File: src/rtl/lc3_isa_pkg.sv
`default_nettype none
// ============================================================================
//  Module   : lc3_isa_pkg
//  Purpose  : LC-3 opcode constants shared by the datapath and the sequencer.
//  Revision : 1.0  initial release
// ============================================================================
package lc3_isa_pkg;
    localparam logic [3:0] OP_BR   = 4'b0000;
    localparam logic [3:0] OP_ADD  = 4'b0001;
    localparam logic [3:0] OP_LD   = 4'b0010;
    localparam logic [3:0] OP_ST   = 4'b0011;
    localparam logic [3:0] OP_JSR  = 4'b0100;
    localparam logic [3:0] OP_AND  = 4'b0101;
    localparam logic [3:0] OP_LDR  = 4'b0110;
    localparam logic [3:0] OP_STR  = 4'b0111;
    localparam logic [3:0] OP_RTI  = 4'b1000;
    localparam logic [3:0] OP_NOT  = 4'b1001;
    localparam logic [3:0] OP_LDI  = 4'b1010;
    localparam logic [3:0] OP_STI  = 4'b1011;
    localparam logic [3:0] OP_JMP  = 4'b1100;
    localparam logic [3:0] OP_RES  = 4'b1101;
    localparam logic [3:0] OP_LEA  = 4'b1110;
    localparam logic [3:0] OP_TRAP = 4'b1111;
endpackage
`default_nettype wire

File: src/rtl/lc3_ctrl_pkg.sv
`default_nettype none
// ============================================================================
//  Module   : lc3_ctrl_pkg
//  Purpose  : Sequencer states and datapath select encodings for the LC-3.
//  Revision : 1.0  initial release
// ============================================================================
package lc3_ctrl_pkg;
    import lc3_isa_pkg::*;

    typedef enum logic [4:0] {
        S_FETCH0, S_FETCH1, S_FETCH2, S_DECODE,
        S_EX_ALU, S_EX_BR, S_EX_JMP, S_EX_JSR, S_EX_LEA,
        S_ADDR, S_RD, S_IND, S_WB, S_SDATA, S_WR,
        S_TR0, S_TR1, S_TR2, S_HALT
    } state_t;

    typedef enum logic [2:0] {
        GATE_NONE, GATE_PC, GATE_MARMUX, GATE_ALU, GATE_MDR
    } gate_sel_t;

    typedef enum logic [1:0] {ALU_ADD, ALU_AND, ALU_NOT, ALU_PASSA} alu_op_t;

    typedef enum logic [1:0] {PC_INC, PC_ADDER, PC_BUS} pc_sel_t;

    typedef enum logic [2:0] {
        ADDR_PC_OFF9, ADDR_PC_OFF11, ADDR_BASE_OFF6, ADDR_BASE_0, ADDR_TRAPVECT
    } addr_sel_t;

    typedef struct packed {
        logic      mem_en;
        logic      mem_we;
        logic      ld_mar;
        logic      ld_mdr;
        logic      ld_ir;
        logic      ld_pc;
        logic      ld_reg;
        logic      ld_cc;
        logic      mdr_sel;
        gate_sel_t gate_sel;
        alu_op_t   alu_op;
        pc_sel_t   pc_sel;
        addr_sel_t addr_sel;
        logic      dr_sel;
        logic      sr1_sel;
        logic      instr_done;
    } ctrl_t;

    // LDI and STI make a second memory pass through the pointer.
    function automatic logic is_ind_op(input logic [3:0] op);
        return (op == OP_LDI) || (op == OP_STI);
    endfunction
endpackage
`default_nettype wire

File: src/rtl/lc3_ctrl_outputs.sv
`default_nettype none
// ============================================================================
//  Module   : lc3_ctrl_outputs
//  Purpose  : Combinational decode of sequencer state into the control word.
//  Revision : 1.0  initial release
// ============================================================================
module lc3_ctrl_outputs
    import lc3_isa_pkg::*;
    import lc3_ctrl_pkg::*;
(
    input  state_t     state,
    input  logic [6:0] ir_hi,
    input  logic [2:0] nzp,
    input  logic       mem_ready,
    output ctrl_t      ctrl
);
    logic [3:0] w_opcode;
    assign w_opcode = ir_hi[6:3];

    always_comb begin
        ctrl = '0;
        case (state)
            S_FETCH0: begin
                ctrl.gate_sel = GATE_PC;
                ctrl.ld_mar   = 1'b1;
                ctrl.ld_pc    = 1'b1;
                ctrl.pc_sel   = PC_INC;
            end
            S_FETCH1, S_RD: begin
                ctrl.mem_en = 1'b1;
                ctrl.ld_mdr = mem_ready;
            end
            S_FETCH2: begin
                ctrl.gate_sel = GATE_MDR;
                ctrl.ld_ir    = 1'b1;
            end
            S_EX_ALU: begin
                ctrl.gate_sel   = GATE_ALU;
                ctrl.ld_reg     = 1'b1;
                ctrl.ld_cc      = 1'b1;
                ctrl.instr_done = 1'b1;
                if (w_opcode == OP_AND)      ctrl.alu_op = ALU_AND;
                else if (w_opcode == OP_NOT) ctrl.alu_op = ALU_NOT;
                else                         ctrl.alu_op = ALU_ADD;
            end
            S_EX_BR: begin
                ctrl.instr_done = 1'b1;
                if (|(ir_hi[2:0] & nzp)) begin
                    ctrl.ld_pc    = 1'b1;
                    ctrl.pc_sel   = PC_ADDER;
                    ctrl.addr_sel = ADDR_PC_OFF9;
                end
            end
            S_EX_JMP: begin
                ctrl.ld_pc      = 1'b1;
                ctrl.pc_sel     = PC_ADDER;
                ctrl.addr_sel   = ADDR_BASE_0;
                ctrl.instr_done = 1'b1;
            end
            S_EX_JSR: begin
                // Old PC goes to R7 over the bus while the adder feeds the PC.
                ctrl.gate_sel   = GATE_PC;
                ctrl.ld_reg     = 1'b1;
                ctrl.dr_sel     = 1'b1;
                ctrl.ld_pc      = 1'b1;
                ctrl.pc_sel     = PC_ADDER;
                ctrl.addr_sel   = ir_hi[2] ? ADDR_PC_OFF11 : ADDR_BASE_0;
                ctrl.instr_done = 1'b1;
            end
            S_EX_LEA: begin
                ctrl.gate_sel   = GATE_MARMUX;
                ctrl.addr_sel   = ADDR_PC_OFF9;
                ctrl.ld_reg     = 1'b1;
                ctrl.instr_done = 1'b1;
            end
            S_ADDR: begin
                ctrl.gate_sel = GATE_MARMUX;
                ctrl.ld_mar   = 1'b1;
                ctrl.addr_sel = (w_opcode == OP_LDR || w_opcode == OP_STR) ?
                                ADDR_BASE_OFF6 : ADDR_PC_OFF9;
            end
            S_IND: begin
                ctrl.gate_sel = GATE_MDR;
                ctrl.ld_mar   = 1'b1;
            end
            S_WB: begin
                ctrl.gate_sel   = GATE_MDR;
                ctrl.ld_reg     = 1'b1;
                ctrl.ld_cc      = 1'b1;
                ctrl.instr_done = 1'b1;
            end
            S_SDATA: begin
                ctrl.gate_sel = GATE_ALU;
                ctrl.alu_op   = ALU_PASSA;
                ctrl.sr1_sel  = 1'b1;
                ctrl.ld_mdr   = 1'b1;
                ctrl.mdr_sel  = 1'b1;
            end
            S_WR: begin
                ctrl.mem_en     = 1'b1;
                ctrl.mem_we     = 1'b1;
                ctrl.instr_done = mem_ready;
            end
            S_TR0: begin
                ctrl.gate_sel = GATE_MARMUX;
                ctrl.addr_sel = ADDR_TRAPVECT;
                ctrl.ld_mar   = 1'b1;
            end
            S_TR1: begin
                ctrl.gate_sel = GATE_PC;
                ctrl.ld_reg   = 1'b1;
                ctrl.dr_sel   = 1'b1;
            end
            S_TR2: begin
                ctrl.gate_sel   = GATE_MDR;
                ctrl.ld_pc      = 1'b1;
                ctrl.pc_sel     = PC_BUS;
                ctrl.instr_done = 1'b1;
            end
            default: ctrl = '0;
        endcase
    end
endmodule
`default_nettype wire

File: src/rtl/lc3_control_fsm.sv
`default_nettype none
// ============================================================================
//  Module   : lc3_control_fsm
//  Purpose  : LC-3 multicycle sequencer: state register, dispatch, handshake.
//  Revision : 1.0  initial release
// ============================================================================
module lc3_control_fsm
    import lc3_isa_pkg::*;
    import lc3_ctrl_pkg::*;
(
    input  logic        clk,
    input  logic        rst,
    input  logic [15:0] ir,
    input  logic [2:0]  nzp,
    input  logic        mem_ready,
    output logic        mem_en,
    output logic        mem_we,
    output logic        ld_mar,
    output logic        ld_mdr,
    output logic        ld_ir,
    output logic        ld_pc,
    output logic        ld_reg,
    output logic        ld_cc,
    output logic        mdr_sel,
    output logic [2:0]  gate_sel,
    output logic [1:0]  alu_op,
    output logic [1:0]  pc_sel,
    output logic [2:0]  addr_sel,
    output logic        dr_sel,
    output logic        sr1_sel,
    output logic        instr_done,
    output logic        halted
);
    state_t     state_q, state_d;
    logic       ind_phase_q, ind_phase_d;
    logic       halted_q, halted_d;
    logic [3:0] w_opcode;
    logic       w_unused_ir;
    ctrl_t      w_ctrl, w_ctrl_gated;

    assign w_opcode    = ir[15:12];
    assign w_unused_ir = ^ir[8:0];

    lc3_ctrl_outputs u_outputs (
        .state     (state_q),
        .ir_hi     (ir[15:9]),
        .nzp       (nzp),
        .mem_ready (mem_ready),
        .ctrl      (w_ctrl)
    );

    always_ff @(posedge clk) begin
        if (rst) begin
            state_q     <= S_FETCH0;
            ind_phase_q <= 1'b0;
            halted_q    <= 1'b0;
        end else begin
            state_q     <= state_d;
            ind_phase_q <= ind_phase_d;
            halted_q    <= halted_d;
        end
    end

    always_comb begin
        state_d     = state_q;
        ind_phase_d = ind_phase_q;
        halted_d    = halted_q;
        case (state_q)
            S_FETCH0: begin
                ind_phase_d = 1'b0;
                state_d     = S_FETCH1;
            end
            S_FETCH1: if (mem_ready) state_d = S_FETCH2;
            S_FETCH2: state_d = S_DECODE;
            S_DECODE: begin
                case (w_opcode)
                    OP_ADD, OP_AND, OP_NOT:               state_d = S_EX_ALU;
                    OP_BR:                                state_d = S_EX_BR;
                    OP_JMP:                               state_d = S_EX_JMP;
                    OP_JSR:                               state_d = S_EX_JSR;
                    OP_LEA:                               state_d = S_EX_LEA;
                    OP_LD, OP_LDR, OP_LDI,
                    OP_ST, OP_STR, OP_STI:                state_d = S_ADDR;
                    OP_TRAP:                              state_d = S_TR0;
                    default: begin
                        state_d  = S_HALT;
                        halted_d = 1'b1;
                    end
                endcase
            end
            S_ADDR: state_d = (w_opcode == OP_ST || w_opcode == OP_STR) ? S_SDATA : S_RD;
            S_RD: begin
                // One read state serves fetch of the pointer and of the data.
                if (mem_ready) begin
                    if (is_ind_op(w_opcode) && !ind_phase_q) state_d = S_IND;
                    else if (w_opcode == OP_TRAP)            state_d = S_TR2;
                    else                                     state_d = S_WB;
                end
            end
            S_IND: begin
                ind_phase_d = 1'b1;
                state_d     = (w_opcode == OP_STI) ? S_SDATA : S_RD;
            end
            S_SDATA: state_d = S_WR;
            S_WR:    if (mem_ready) state_d = S_FETCH0;
            S_TR0:   state_d = S_TR1;
            S_TR1:   state_d = S_RD;
            S_EX_ALU, S_EX_BR, S_EX_JMP, S_EX_JSR, S_EX_LEA, S_WB, S_TR2:
                     state_d = S_FETCH0;
            S_HALT:  state_d = S_HALT;
            default: state_d = S_FETCH0;
        endcase
    end

    always_comb begin
        w_ctrl_gated = w_ctrl;
        if (rst) w_ctrl_gated = '0;
    end

    assign mem_en     = w_ctrl_gated.mem_en;
    assign mem_we     = w_ctrl_gated.mem_we;
    assign ld_mar     = w_ctrl_gated.ld_mar;
    assign ld_mdr     = w_ctrl_gated.ld_mdr;
    assign ld_ir      = w_ctrl_gated.ld_ir;
    assign ld_pc      = w_ctrl_gated.ld_pc;
    assign ld_reg     = w_ctrl_gated.ld_reg;
    assign ld_cc      = w_ctrl_gated.ld_cc;
    assign mdr_sel    = w_ctrl_gated.mdr_sel;
    assign gate_sel   = w_ctrl_gated.gate_sel;
    assign alu_op     = w_ctrl_gated.alu_op;
    assign pc_sel     = w_ctrl_gated.pc_sel;
    assign addr_sel   = w_ctrl_gated.addr_sel;
    assign dr_sel     = w_ctrl_gated.dr_sel;
    assign sr1_sel    = w_ctrl_gated.sr1_sel;
    assign instr_done = w_ctrl_gated.instr_done;
    assign halted     = halted_q & ~rst;
endmodule
`default_nettype wire

File: config.mk
export PLATFORM = sky130hd
export DESIGN_NAME = lc3_control_fsm
export DESIGN_NICKNAME = d
export VERILOG_FILES = /design/src/rtl/lc3_isa_pkg.sv /design/src/rtl/lc3_ctrl_pkg.sv /design/src/rtl/lc3_ctrl_outputs.sv /design/src/rtl/lc3_control_fsm.sv
export SDC_FILE = /design/constraint.sdc
export NUM_CORES = 1
export LEC_CHECK = 0
export BUFFER_PORTS_ARGS = -buffer_cell sky130_fd_sc_hd__buf_2
export CAP_MARGIN = 20
export CORE_ASPECT_RATIO = 0.75
export CORE_UTILIZATION = 40
export CTS_BUF_LIST = sky130_fd_sc_hd__clkbuf_16
export CTS_CLUSTER_DIAMETER = 150
export DETAILED_ROUTE_END_ITERATION = 10
export GPL_TIMING_DRIVEN = 0
export PLACE_DENSITY = 0.66
export SLEW_MARGIN = 20
export SYNTH_ARGS = -nofsm -noshare
export SYNTH_HDL_FRONTEND = slang
export SYNTH_HIERARCHICAL = 1
export SYNTH_SLANG_ARGS = --single-unit
File: constraint.sdc
create_clock -name clk -period 1.75 [get_ports clk]
set_input_delay 0.175 -clock clk [delete_from_list [all_inputs] [get_ports clk]]
set_output_delay 0.175 -clock clk [all_outputs]
set_load 0.1 [all_outputs]
# == Word level (Yosys, flattened, before mapping) ==
# Index checks and enable logic that the tools add are counted.
# totals
register_bits,7
# op_classes
n_eq_ne,34
n_mux,32
n_bitwise,4
reduce_logical,27
# op_table
op,count
5-bit case mux with 12 select lines,1
"5-bit by 4-bit equality test with 1-bit output, second input constant",8
5-bit case mux with 7 select lines,1
5-bit 2-to-1 mux,5
"4-bit equality test, second input constant",6
22-bit 2-to-1 mux,1
"5-bit by 3-bit equality test with 1-bit output, second input constant",4
"4-bit by 3-bit equality test with 1-bit output, second input constant",4
"5-bit equality test, second input constant",3
3-bit case mux with 5 select lines,1
3-bit OR reduction,5
14-bit OR reduction,1
3-bit case mux with 4 select lines,1
4-bit OR reduction,3
"5-bit by 2-bit equality test with 1-bit output, second input constant",2
2-bit OR reduction,5
1-bit 2-to-1 mux,9
"4-bit by 2-bit equality test with 1-bit output, second input constant",2
2-bit 2-to-1 mux,4
1-bit case mux with 2 select lines,4
7-bit OR reduction,1
3-bit 2-to-1 mux,2
"2-bit inequality test, second input constant",3
2-bit case mux with 3 select lines,1
17 further kinds,20

# == Depth between registers and ports, before layout ==
# Gate-level depths: netlist of run 1.
# logic_depth
word_depth,6
depth_mapped,6
mapped_depth_nobuf,5

# == Cells and area by module ==
# The synthesis of run 1 kept the hierarchy.
# by_module_without_submodules
module,n_inst,cells_per_inst,area_each_um2,seq_area_each_um2
lc3_control_fsm,1,132,864.6,140.1
lc3_ctrl_outputs,1,75,452.9,0.0

# == Least setup slack after synthesis of run 1 ==
# Ideal clock, no wire load.
# synth_path
path_type,reg-to-output
start,register state_q[1]
end,output ld_reg
arrival_time_ps,2534
t_required_ps,1575
path_slack_ps,-959
path_stages_with_launch,5
path_buffers,0
path_cell_list,dfxtp_1 > or4b_1 > a21oi_2 > o21bai_1 > nor2b_1
# synth_lines
item,line,source
from (decl),lc3_control_fsm.sv:34,"state_t state_q, state_d;"
from (signal assigned),lc3_control_fsm.sv:58,state_q <= state_d;
to (decl),lc3_control_fsm.sv:22,"output logic ld_reg,"

# == Worst setup path after layout of run 1 ==
# layout_path
start,register state_q[0]
end,register state_q[2]
# layout_via
elab_chain_cells,3
elab_cells_between_ends,17
classes_between,eq/ne: 14; mux: 1; reduce/logical: 2
# layout_rtl
item,line,source
5-bit by 4-bit equality test with 1-bit output / 5-bit by 1-bit equality test with 1-bit output (equally long branches),lc3_control_fsm.sv:68,case (state_q)
2-bit inequality test (no source line),--,
3-bit AND reduction (no source line),--,
# Several ways; a longest one is shown, not always the timed one.
# A chain may end at the register's enable or synchronous reset.

==> summary by stage, run 1 <==
Worst setup path
The required arrival time at the worst endpoint is around 1900 ps. The maximum fanout encountered on the critical timing path is 10. STA classifies the critical path startpoint as a register. For this design, the slowest cell found on the critical path is dfxtp_4. Data arrives at the worst endpoint at between 2000 and 2500 ps. The sum of buffers and inverters on the critical path is 2. The largest incremental delay on the critical path is approximately 370 ps. STA classifies the critical path endpoint as a register.

The critical path is of the register to register type. The cell family contributing the most delay on the critical path is compound AO/OA/AOI/OAI gates. The critical path goes through buf_6, buf_2, nor2_1, a21o_1, a2bb2oi_1, or2_2, a311oi_1.

Run status
The flow ran to the end, but the final reports show violations. The checks that failed: setup timing.

Final layout
The core utilization of the finished layout is 82.1%. The diode insertion count for antenna repair is 0. The leading cell type in the layout, fill and taps excluded is nor2b_4. Leaving out fill and tap cells, the most frequent cells in the layout are 23 x nor2b_4, 21 x buf_2, 18 x nand2_1. After filler insertion, the fill cell instance count of the layout stands at 182. Of the cells placed in the final design, the portion with a size suffix greater than 1 is 52.8%. The finished cells cover 2500 sq um. The net count of the finished layout is 288. The area growth from synthesis to final layout is 89.6%.

Synthesis
In this run the biggest area consumer among cell types represents ~14% of the synthesized area. The largest area contributor in the netlist is nor2b_1. The total of flip-flops plus latches after synthesis is 7. The share of the Yosys chip area taken by registers is about a tenth. In this run the mean area of a mapped cell was 6.36 sq um. The number of synthesized flops with an enable pin is 0.

The synthesized netlist net count is about 230. In the synthesized netlist the dominant register cell turns out to be dfxtp_1. The mapped cell area is 1320 sq um. The gate count after technology mapping is 207. Synthesis instantiated 52 different standard cells from the library.

The number of warning messages in the yosys log is 6. Yosys attributes the largest share of cell area to nor2b_1 14%, dfxtp_1 11%, a21oi_1 6.5%, nand2_1 5.4%, buf_2 4.2%. The share of synthesized flip-flops with an asynchronous set or reset is 0%.

Floorplan
For this design the top-level I/O count stands at 45. From left edge to right edge, the die measures slightly below 70 um. In this run the standard cell core region covers between 3000 and 4000 sq um. After floorplanning, the core was divided into 17 placement rows. The die covers approximately 3500 sq um. The initial core utilization is 43.3%. The die span in y is between 50 and 60 um.

GRT
Entering global routing, the biggest net connects 12 pins. The first global-routing pass estimated 8.20 mm of wire. The total routing resource utilization after global routing is between 30 and 40%. The number of global-route vias before repair is 1,615. The initial antenna violation count is 0. The total grt overflow is 0.

Power and ir drop
In this run the static leakage power is 0.942 nW. The power density over the cells is 594 nW/um^2. IR analysis of the VDD net gives a maximum drop of roughly 0.00060 V.

Routing
The wire length reported by the detailed router is 6.45 mm. The count of vias placed by the detailed router is 1,981. The first routing iteration left 270 violations.

Once detail routing completed, the nets flagged for antenna violations numbered 0. The pre-antenna-repair detailed-routing pass consisted of 5 iterations. The routed length per placed instance is 21.3 um. The routed via count divided by cell count is 6.54. For this run, design rule violations remaining after detail routing come to 0.

Clock tree
Clock latency on the worst-skew pair, taken at its later pin, is 240 ps. The number of hold buffers added after CTS is 0. For this design, the sink count on the clock tree is 7. In this run the number of H-tree levels came out at 1.

The clock transition at the register clock pins on the worst setup and hold paths after CTS is about 40 ps. The tree is rooted in a clkbuf_16. The clock buffer count from CTS is 3. The CTS tree is built. The longest clock path from root to sink contains 2 buffers.

Timing
The final critical delay including setup and external delays is 2090 ps. The final hold violation count was 0. Setup repair after global routing could not meet its margin everywhere. The aggregate negative setup slack is -2580 ps. Headroom to the max-slew limit came out at 51.2%.

The highest achievable clock rate is ~480 MHz. The post-route clock period utilization is 119%. The worst-margin pin slew is 732 ps. The worst setup margin is -338 ps. For the final database, setup skew stands at 3.26 ps.

The final setup violation count is 20. The max-slew violation count is 0.

Placed design
Summed over all nets, the half-perimeter wirelength after detailed placement is 3.00 mm. The placed instances occupy a cell area of 1720 sq um. Port buffering added 34 buffers.

The routability congestion estimate from global placement is 0.882.

Run
The max-capacitance violation count is 0.

Hold path
The path class of the tightest hold or removal check is input pin to register.
## area by class of cell
class                      instances  area, sq um  area share, %
timing repair buffer              56          667           26.7
clock buffer                       3         75.1           3.00
multi-input combinational        171         1390           55.6
buffer                            18          120           4.81
sequential                         7          159           6.36
inverter                           9         36.3           1.45
clock inverter                     1         3.75          0.150
tap                               38         47.5           1.90
## through the flow
step	hold slack (ps)	total power [mW]	std cells	worst slack, ps
floorplan	416	0.673	207	-102
global placement	466	0.780	279	-234
detailed placement	467	0.781	280	-240
CTS	415	1.32	298	-186
global route	473	1.53	303	-329
finish	443	1.48	303	-338
## worst min-delay path, delay by kind of cell
family | cells | cell delay [ps]
and+or+nand+nor | 2 | 180
AOI/OAI and AO/OA | 2 | 160
buffers and inverters | 1 | 120
## worst paths after layout
path	cells after the start	endpoint	slack [ps]	start
setup / recovery	7	state_q[2]$_SDFFE_PP0P_	-340	state_q[0]$_SDFFE_PP0P_
hold / removal	5	state_q[0]$_SDFFE_PP0P_	440	ir[13]
setup reg to reg	7	state_q[2]$_SDFFE_PP0P_	-340	state_q[0]$_SDFFE_PP0P_
hold reg to reg	2	halted_q$_SDFFE_PP0P_	480	halted_q$_SDFFE_PP0P_
## Yosys cell counts, types with 2 or more instances
cell,instances
a211oi_1,4
nand3_1,6
nand4b_1,2
o21a_1,3
a22oi_1,2
nand4_1,3
or3_1,3
a311oi_1,2
o22ai_1,4
clkbuf_1,8
nor3_1,2
and3_1,2
nand2_1,19
inv_2,2
xnor2_1,2
inv_1,7
buf_2,11
nor2_1,13
or3b_1,2
o21ai_0,8
a21oi_1,17
and2_1,2
o211ai_1,2
a2bb2oi_1,2
nand3b_1,6
o21bai_1,3
a21o_1,2
nor2b_1,29
nand2b_1,7
o21ai_1,2
or2_2,3
dfxtp_1,7
## report_power, final
part	switching [mW]	total (mW)	internal (mW)
Sequential	0.0238	0.194	0.170
Clock	0.108	0.407	0.299
Combinational	0.519	0.884	0.365
Total	0.651	1.48	0.834
## sequential cells by signal (all words and copies together), names as in the netlist
| register | cells |
|---|---|
| state_q | 5 |
| ind_phase_q | 1 |
| halted_q | 1 |
## routing by layer
layer,global-route usage (%),part of all wire (%),vias to the layer above
met5,0,0,-
met4,7.99,5.5,0
met3,9.87,9.8,40
met2,46.6,43,169
met1,42.7,42,916
li1,-,-,856
## logic make-up after synthesis
family,count (synthesis),synth area share (%)
and+or+nand+nor,106,46.2
DFF,7,10.6
xor gates and xnor gates,2,1.33
adders and majority gates,1,0.855
AOI/OAI and AO/OA,62,31.3
buffers and inverters,29,9.59
## what timing repair did
item                                    in CTS  in global routing
gates cloned                                 1                  1
resized for setup                          108                 46
buffers inserted                            13                  6
pin swaps                                    9                  9
endpoints found under the setup margin      23                 26
(Power assumes the default switching activity.)
==> inputs of run 2 (changes only) <==
--- a/config.mk
+++ b/config.mk
@@ -9,10 +9,9 @@
 export CAP_MARGIN = 20
 export CORE_ASPECT_RATIO = 0.75
 export CORE_UTILIZATION = 40
-export CTS_BUF_LIST = sky130_fd_sc_hd__clkbuf_16
+export CTS_BUF_LIST = sky130_fd_sc_hd__clkbuf_4 sky130_fd_sc_hd__clkbuf_8
 export CTS_CLUSTER_DIAMETER = 150
 export DETAILED_ROUTE_END_ITERATION = 10
-export GPL_TIMING_DRIVEN = 0
 export PLACE_DENSITY = 0.66
 export SLEW_MARGIN = 20
 export SYNTH_ARGS = -nofsm -noshare
==> constraint.sdc (replaced) <==
create_clock -name clk -period 2.3 [get_ports clk]
set_input_delay 0.23 -clock clk [delete_from_list [all_inputs] [get_ports clk]]
set_output_delay 0.23 -clock clk [all_outputs]
set_load 0.1 [all_outputs]
==> run 2 against run 1 <==
Compared with the run above: the flow now finishes without violations; largest power group unchanged; critical endpoint is now ld_reg; register-to-register slack improved by 670 ps; non-clock buffer count down 29; largest cell class unchanged; sequential share of layout area up 1.2 points; global-route usage shrank 8.7 points; die area is the same.
==> summary by stage, run 2 (same netlist as run 1, synthesis figures left out) <==
Floorplan
The die covers 3530 sq um. Measured along the y axis, the die boundary spans 51.7 um. Pin placement for this block handled 45 I/O pins.

The initial utilization of the core area, before any placement, comes to approximately 43%. In this run the core area contains 17 standard-cell rows. The area of the core is 3040 sq um. The die width is just under 70 um.

Timing
Setup repair after global routing left no endpoint under its margin. The worst clock skew on the final layout is between 4 and 5 ps. The worst pin sits at a relative slew slack of about three fifths. The max-slew violation count was 0. The final hold violation count is 0.

Setup violations remaining at the end of the flow were counted as 0. The highest achievable clock rate is about 470 MHz. After layout, the minimum clock period comes to between 2000 and 2500 ps.

Summed over all failing endpoints, the final setup total negative slack is 0 ps. The worst-margin pin slew is 616 ps. Of the available clock period, the critical path in the final layout requires 92.2%.

Power and ir drop
The total chip power is around 800 uW. The power density over the cells is 427 nW/um^2. The cell leakage power is 0.714 nW. IR analysis of the VDD net gives a maximum drop of 0.000185 V.

Placed design
The routability congestion estimate from global placement is 0.982. Buffers placed on the I/O ports in this run total 35. The detailed-placement wirelength estimate is 2.80 mm. The placement-stage cell area is 1850 sq um.

Worst setup path
Data on the critical path is required at its endpoint by ~2100 ps. STA classifies the critical path startpoint as a register. The worst setup path is captured at an output pin. Across all register-to-register paths, the minimum setup slack is around 330 ps. The type of the worst setup path is register to output pin.

For the worst flop-to-flop path, the logic depth is 6. The maximum fanout encountered on the critical timing path is 11. The arrival time of data at the critical path endpoint is 1890 ps.

Final layout
The leading cell type in the layout, fill and taps excluded is nor2b_2. The final design area excluding fillers is between 1500 and 2000 sq um. The fraction of final layout cells sized beyond drive strength 1 is 34.3%.

The library cells used most frequently in the layout, excluding fill and tap cells, are 22 x nor2b_2, 19 x nand2_1, 18 x buf_12. The area growth from synthesis to final layout is 44.3%. The register with the most flip-flops in the layout has 5 of them.

The filler cells instantiated in the layout total 282. For this run, the post-layout net count is between 200 and 300. In the final layout, the registers with the most flip-flops are state_q: 5 flops, halted_q: 1 flops, ind_phase_q: 1 flops. The largest register by flop count is state_q.

The diode insertion count for antenna repair is 0.

Hold path
The path class of the tightest hold or removal check is register to register. The worst hold path was traced through 2 stages.

Clock tree
The tree is rooted in a clkbuf_8. The clock buffer count from CTS is 3. TritonCTS built the clock tree.

At the later pin of the worst-skew pair, clock insertion delay measures 230 ps. The largest buffer count on any clock path is 2. The number of setup buffers added after CTS is 0. In this run the number of H-tree levels came out at 1. The clock transition at the register clock pins on the worst setup and hold paths after CTS is 40 ps. Counting every sink on the clock net gives 7.

GRT
Global routing finished with a remaining overflow of 0. The number of global-route vias before repair is 1,345. The initial antenna violation count is 0. The largest net degree at the start of global routing is 25. The first global-routing pass estimated 6.14 mm of wire. For this run, the total global-route usage over all layers was measured as 22.5%.

Run
The max-capacitance violation count is 0.

Routing
After detailed routing, the average wire length per cell comes to 13.6 um. In this run, the number of DRC markers left after iteration 0 of detailed routing was roughly 130. Once detail routing completed, the nets flagged for antenna violations numbered 0. The number of detailed-route iterations in the first pass is 6. The wire length reported by the detailed router is 3.73 mm. The routed via count divided by cell count is 5.73. In the routed design, unresolved DRC markers number 0. The count of vias placed by the detailed router is approximately 1.6k.

Run status
The run finished with clean final reports.
-- run 2: changes by cell type in the layout (fill, tap and decap cells not counted), sizes merged --
| cell | previous run | this run |
|---|---|---|
| buf | 67 | 45 |
| clkbuf | 10 | 4 |
| inv | 10 | 9 |
-- run 2: repair_timing --
item | in CTS | in global routing
hold buffers | 0 | 0
gates resized for setup | 0 | 3
setup endpoints to repair | 0 | 5
-- run 2: through the flow --
stage	std cells	setup WS, ps	utilization, %	hold slack [ps]
2_1_floorplan	207	60.1	-	432
3_3_place_gp	270	311	60.8	444
3_5_place_dp	270	310	60.8	444
4_1_cts	274	56.0	62.4	450
5_1_grt	274	77.1	62.5	483
6_report	274	179	62.5	449
-- run 2: critical path, cell delays in order, from the launching register on --
cell,delay (ps)
dfxtp_1,510
or4b_1,490
a21oi_2,160
o21bai_1,120
nor2b_2,190
buf_12,190
-- run 2: cell type report --
type	instances	area (sq um)	area share, %
multi-input cells	171	1110	58.2
inverters	9	33.8	1.78
flip-flops and latches	7	144	7.57
well taps	38	47.5	2.50
repair buffers	45	520	27.4
clock buffers	4	48.8	2.57
-- run 2: routing by layer --
metal / vias up / track usage [%] / part of all wire [%]
met1: 706 / 35.4 / 49
li1: 802 / - / -
met3: 0 / 3.73 / 7.7
met2: 63 / 33.3 / 44
met5: - / 0 / 0
met4: 0 / 0 / 0
-- run 2: final timing paths --
check	startpoint	end
hold / removal	halted_q$_SDFFE_PP0P_	halted_q$_SDFFE_PP0P_
setup / recovery	state_q[4]$_SDFFE_PP0P_	ld_reg
hold reg to reg	halted_q$_SDFFE_PP0P_	halted_q$_SDFFE_PP0P_
setup reg to reg	state_q[3]$_SDFFE_PP0P_	state_q[1]$_SDFFE_PP0P_
-- run 2: power breakdown --
| part | internal, mW | switching, mW |
|---|---|---|
| combinational | 0.180 | 0.289 |
| sequential | 0.131 | 0.0291 |
| clock | 0.132 | 0.0518 |
| total | 0.442 | 0.370 |
